### src/rtl/eda_regional_max_ctrl.sv
// Sequencer for the regional-maximum datapath.
// Loads a raster pixel stream into the image RAM, pulses clear once for the
// iterated-flag RAM, then walks every centre address. Each un-iterated centre
// gets one new_pixel strobe, and the walk waits for the datapath to settle.
module eda_regional_max_ctrl #(
  parameter int unsigned M             = 6,
  parameter int unsigned N             = 6,
  parameter int unsigned PIXEL_WIDTH   = 8,
  parameter int unsigned ADDR_WIDTH    = $clog2(M * N),
  parameter int unsigned SETTLE_CYCLES = 2
) (
  input  logic                   clk,
  input  logic                   reset,
  input  logic                   start,
  input  logic                   pix_valid,
  input  logic [PIXEL_WIDTH-1:0] pix_data,
  output logic                   pix_ready,
  output logic                   write_en,
  output logic [ADDR_WIDTH-1:0]  wr_addr,
  output logic [PIXEL_WIDTH-1:0] pixel_in,
  output logic                   clear,
  output logic [ADDR_WIDTH-1:0]  center_addr,
  output logic                   new_pixel,
  input  logic                   center_iterated,
  input  logic                   dp_busy,
  output logic                   busy,
  output logic                   done,
  output logic [ADDR_WIDTH:0]    center_cnt
);

  localparam int unsigned WaitW = $clog2(SETTLE_CYCLES + 1);

  localparam logic [ADDR_WIDTH-1:0] LastAddr  = ADDR_WIDTH'(M * N - 1);
  localparam logic [ADDR_WIDTH-1:0] AddrOne   = ADDR_WIDTH'(1);
  localparam logic [ADDR_WIDTH:0]   CntOne    = (ADDR_WIDTH + 1)'(1);
  localparam logic [WaitW-1:0]      SettleMax = WaitW'(SETTLE_CYCLES);
  localparam logic [WaitW-1:0]      WaitOne   = WaitW'(1);

  typedef enum logic [2:0] {
    StIdle,
    StLoad,
    StClear,
    StIssue,
    StWait,
    StDone
  } state_t;

  state_t                  state_q;
  logic [ADDR_WIDTH-1:0]   load_addr_q;
  logic [WaitW-1:0]        wait_cnt_q;
  logic                    handshake;
  logic                    last_center;
  logic                    settled;

  // Moore decodes of the current state.
  assign pix_ready = (state_q == StLoad);
  assign clear     = (state_q == StClear);
  assign busy      = (state_q != StIdle);
  assign done      = (state_q == StDone);

  assign handshake   = pix_valid & pix_ready;
  assign last_center = (center_addr == LastAddr);
  // dp_busy only matters once the minimum settle time has elapsed.
  assign settled     = (wait_cnt_q >= SettleMax) && !dp_busy;

  // Sequencer state and all registered outputs.
  // center_addr doubles as the scan pointer, so the datapath sees it directly.
  always_ff @(posedge clk or posedge reset) begin
    if (reset) begin
      state_q     <= StIdle;
      load_addr_q <= '0;
      wait_cnt_q  <= '0;
      write_en    <= 1'b0;
      wr_addr     <= '0;
      pixel_in    <= '0;
      center_addr <= '0;
      new_pixel   <= 1'b0;
      center_cnt  <= '0;
    end else begin
      write_en  <= 1'b0;
      new_pixel <= 1'b0;

      // Write lands one cycle after the handshake; the last one overlaps CLEAR.
      if (handshake) begin
        write_en <= 1'b1;
        wr_addr  <= load_addr_q;
        pixel_in <= pix_data;
      end

      unique case (state_q)
        StIdle: begin
          if (start) begin
            state_q     <= StLoad;
            load_addr_q <= '0;
            center_cnt  <= '0;
          end
        end

        StLoad: begin
          if (handshake) begin
            if (load_addr_q == LastAddr) begin
              state_q <= StClear;
            end else begin
              load_addr_q <= load_addr_q + AddrOne;
            end
          end
        end

        StClear: begin
          center_addr <= '0;
          state_q     <= StIssue;
        end

        StIssue: begin
          if (center_iterated) begin
            // Already iterated: skip in a single cycle.
            if (last_center) begin
              state_q <= StDone;
            end else begin
              center_addr <= center_addr + AddrOne;
            end
          end else begin
            state_q    <= StWait;
            new_pixel  <= 1'b1;
            center_cnt <= center_cnt + CntOne;
            wait_cnt_q <= WaitOne;
          end
        end

        StWait: begin
          if (settled) begin
            if (last_center) begin
              state_q <= StDone;
            end else begin
              center_addr <= center_addr + AddrOne;
              state_q     <= StIssue;
            end
          end else if (wait_cnt_q < SettleMax) begin
            wait_cnt_q <= wait_cnt_q + WaitOne;
          end
        end

        StDone: begin
          state_q <= StIdle;
        end

        default: begin
          state_q <= StIdle;
        end
      endcase
    end
  end

endmodule

### config.mk
export PLATFORM = sky130hd
export DESIGN_NAME = eda_regional_max_ctrl
export DESIGN_NICKNAME = d
export VERILOG_FILES = /design/src/rtl/eda_regional_max_ctrl.sv
export SDC_FILE = /design/constraint.sdc
export NUM_CORES = 1
export LEC_CHECK = 0
export ABC_AREA = 1
export BUFFER_PORTS_ARGS = -buffer_cell sky130_fd_sc_hd__buf_2
export CORE_MARGIN = 10
export CORE_UTILIZATION = 49
export CTS_BUF_LIST = sky130_fd_sc_hd__clkbuf_4 sky130_fd_sc_hd__clkbuf_8 sky130_fd_sc_hd__clkbuf_16
export CTS_CLUSTER_SIZE = 25
export DETAILED_ROUTE_END_ITERATION = 10
export PLACE_DENSITY = 0.85
export SLEW_MARGIN = 20
export SYNTH_ARGS = -nofsm -noshare
export SYNTH_HDL_FRONTEND = slang
export SYNTH_SLANG_ARGS = --single-unit
export TNS_END_PERCENT = 30
### constraint.sdc
create_clock -name clk -period 1.4 [get_ports clk]
set_input_delay 0.14 -clock clk [delete_from_list [all_inputs] [get_ports clk]]
set_output_delay 0.14 -clock clk [all_outputs]
set_load 0.01 [all_outputs]
==> results by group <==
Run status
  • Outcome: complete, but fails checks
  • Failing checks: setup timing

Power and ir drop
  • Overall power: about 5.7 mW
  • Max IR drop VDD: 0.000881 V
  • Leak: ~1.7 nW
  • Pwr dens: 1890 nW/um2

Timing
  • Setup_tns: -0.475 ns
  • Worst-Margin Slew: between 0.5 and 0.6 ns
  • Hold Fails Final Rpt: 0
  • Max-slew headroom: between 60 and 70%
  • Post-route minimum period: 1.46 ns
  • Final WS setup: -0.0628 ns
  • Unrepaired setup endpoints after global routing: true
  • Worst Skew: 0.0124 ns
  • Count of final setup violators: 18
  • Slew Limit Fails: 0
  • Period utilization: 104%
  • Max Clock Freq: 0.684 GHz

Cells and area
  • Filler cells: 349
  • Area Overhead vs Synth: 37.6%
  • Share of layout cells above drive strength 1: 39.4%
  • Fin nets: 388
  • Multi-input logic area: 1160 um2
  • N_diodes: 0
  • FF/Latch Area: 1010 um2

Global routing
  • First-pass GRT wire length: between 9000 and 10000 um
  • Pin count of the biggest net entering global routing: 41
  • Total gr overflow: 0
  • GRT Overall Usage: between 10 and 15%
  • Initial antenna violation count: 0
  • Vias in the first global route: 2017

Die
  • I/O Pins: 47
  • # rows: 24
  • Die W: 86.8 um
  • Core area: 4320 um2
  • Die Y: between 80 and 90 um
  • Initial core utilization: 50.5%
  • Die Area: 7530 um2

Yosys
  • Yosys top cell area share: 45.8%
  • Sequential-to-total area share from yosys stat: 45.8%
  • Dominant cell type by area after synthesis: dfrtp_1
  • EDFF count, synth: 0
  • Count of cell types in the netlist: 26
  • Post-synthesis average cell area: ~7.6 um2
  • Synth cell count leaders: nand2_1, dfrtp_1, inv_1
  • Mapped Cells: approximately 290
  • Synth Cell Area: roughly 2200 um2
  • Yosys reg bits: 40
  • Synth area leaders: dfrtp_1, nand2_1, nand3_1
  • Post-synth ARST share: 100%
  • Most frequent cell after synthesis: nand2_1
  • Synth Flop Type: dfrtp_1
  • Syn_nets: 307
  • Ys Warns: 0

Worst setup path
  • Max stage delay on crit path: 0.49 ns
  • Crit path max-delay cell type: dfrtp_2
  • Worst setup EP type: primary output
  • Maximum fanout along the worst path: 6
  • Critical path class: flip-flop to primary output
  • Critical-path cell list: buf_4, nor3_4, buf_2
  • Worst path bufs/invs: 2
  • Data arrival, critical path: 1.32 ns
  • Worst EP required: 1.26 ns
  • Worst setup SP type: flip-flop
  • CP top delay family: flip-flops

Routing
  • Via density: 4.97
  • Vias: around 2.1k
  • Post-DR wirelength/cell: 13.6 um
  • Initial DRT Pass Iterations: 4
  • Residual DRC count: 0
  • DRT iter0 DRCs: 78
  • Final ANT Viol Nets: 0
  • Routed wire length: about 5700 um

Min path
  • Hold Path Class: input port to flip-flop

Job
  • Total of max-cap violations: 0

Clocking
  • Maximum clock path buffer count: 2
  • CTS Buf Count: 5
  • Clock sink total: 40
  • H-tree lvl count: 2
  • Clock Latency Late Sink: approximately 0.31 ns
  • Clock slew at reported path FFs: approximately 0.09 ns
  • TritonCTS clock tree: done
  • CTS root buffer: clkbuf_8

Placed design
  • RePlAce Congestion: 0.918
  • Hpwl dp: ~3800 um
  • Input/output buffers: 46
## cell type report
type / instances / share of cell area, %
flip-flops and latches: 40 / 33.5
clock buffers: 5 / 2.29
clock inverters: 3 / 1.42
well taps: 52 / 2.16
repair buffers: 79 / 17.4
multi-input cells: 210 / 38.6
inverters: 34 / 4.70
## registers in the layout, indices dropped and copies added, names as in the netlist
| register | flops |
|---|---|
| center_addr | 6 |
| center_cnt | 7 |
| load_addr_q | 6 |
| new_pixel | 1 |
| pixel_in | 8 |
| state_q | 3 |
| wait_cnt_q | 2 |
| wr_addr | 6 |
| write_en | 1 |
## per-stage QoR
stage / area (um2) / worst slack (ns) / hold WS (ns) / util [%] / std cells
6_report: 3010 / -0.0628 / 0.0357 / 69.5 / 423
5_1_grt: 3010 / -0.119 / 0.0438 / 69.5 / 423
4_1_cts: 2810 / -0.0220 / 0.0331 / 64.9 / 416
3_5_place_dp: 2610 / -0.0817 / 0.303 / 60.4 / 403
3_3_place_gp: 2610 / -0.0147 / 0.288 / 60.4 / 403
2_1_floorplan: 2190 / -0.0751 / 0.250 / - / 289
## tightest hold or removal path: stages
cell     delay, ns
buf_2         0.08
nand2_1       0.04
nand2_1       0.05
## report_power, final
group / total [mW] / switching [mW] / leakage (nW) / internal [mW]
Clock: 0.976 / 0.448 / 0.0541 / 0.528
Combinational: 3.06 / 1.81 / 1.09 / 1.25
Sequential: 1.66 / 0.226 / 0.532 / 1.43
Total: 5.69 / 2.48 / 1.68 / 3.21
## metal layers
layer / GRT usage, % / wire, um / up-vias
met5: 0 / 0 / -
met1: 17.0 / 2400 / 982
met3: 4.60 / 378 / 6
li1: - / - / 1057
met4: 5.15 / 74 / 0
met2: 25.8 / 2880 / 56
## kinds of logic after synthesis
family          share of synthesized area (%)
buf+inv                                  7.50
compound gates                           5.90
flops                                    45.8
simple gates                             36.9
fa+ha+maj                                2.29
xor+xnor                                 1.60
## placed cells by master, fill, tap and decap left out, drive strengths merged, types with 2 or more instances in the layout
master,netlist,final
nor2,25,25
ha,4,4
nor3,3,3
nand2,125,125
clkbuf,1,5
nand3,23,23
buf,4,78
xor2,4,4
nand4,4,4
clkinvlp,0,2
dfrtp,40,40
o21ai,18,18
inv,34,33
## worst paths after layout
| path | end | slack (ns) | cells past startpoint | startpoint |
|---|---|---|---|---|
| worst max-delay path | done | -0.06 | 3 | state_q[1]$_DFFE_PP0P_ |
| worst min-delay path | pixel_in[2]$_DFFE_PP0P_ | 0.04 | 3 | pix_data[2] |
| worst min register to register | wr_addr[1]$_DFFE_PP0P_ | 0.47 | 2 | wr_addr[1]$_DFFE_PP0P_ |
| min in group asynchronous | center_addr[1]$_DFFE_PP0P_ | 0.49 | 4 | reset |
| worst max register to register | center_cnt[0]$_DFFE_PP0P_ | -0.05 | 6 | state_q[1]$_DFFE_PP0P_ |
| max in group asynchronous | state_q[0]$_DFFE_PP0P_ | 0.51 | 4 | reset |
## repair_timing
| item | 4_1_cts | 5_1_grt |
|---|---|---|
| gates resized for setup | 12 | 43 |
| hold buffers | 1 | 0 |
| cloned | 0 | 0 |
| setup buffers | 4 | 7 |
| endpoints found under the hold margin | 40 | 0 |
| pin swaps | 4 | 13 |
| endpoints found under the setup margin | 25 | 34 |
No activity file was read; power rests on OpenSTA's default activity.
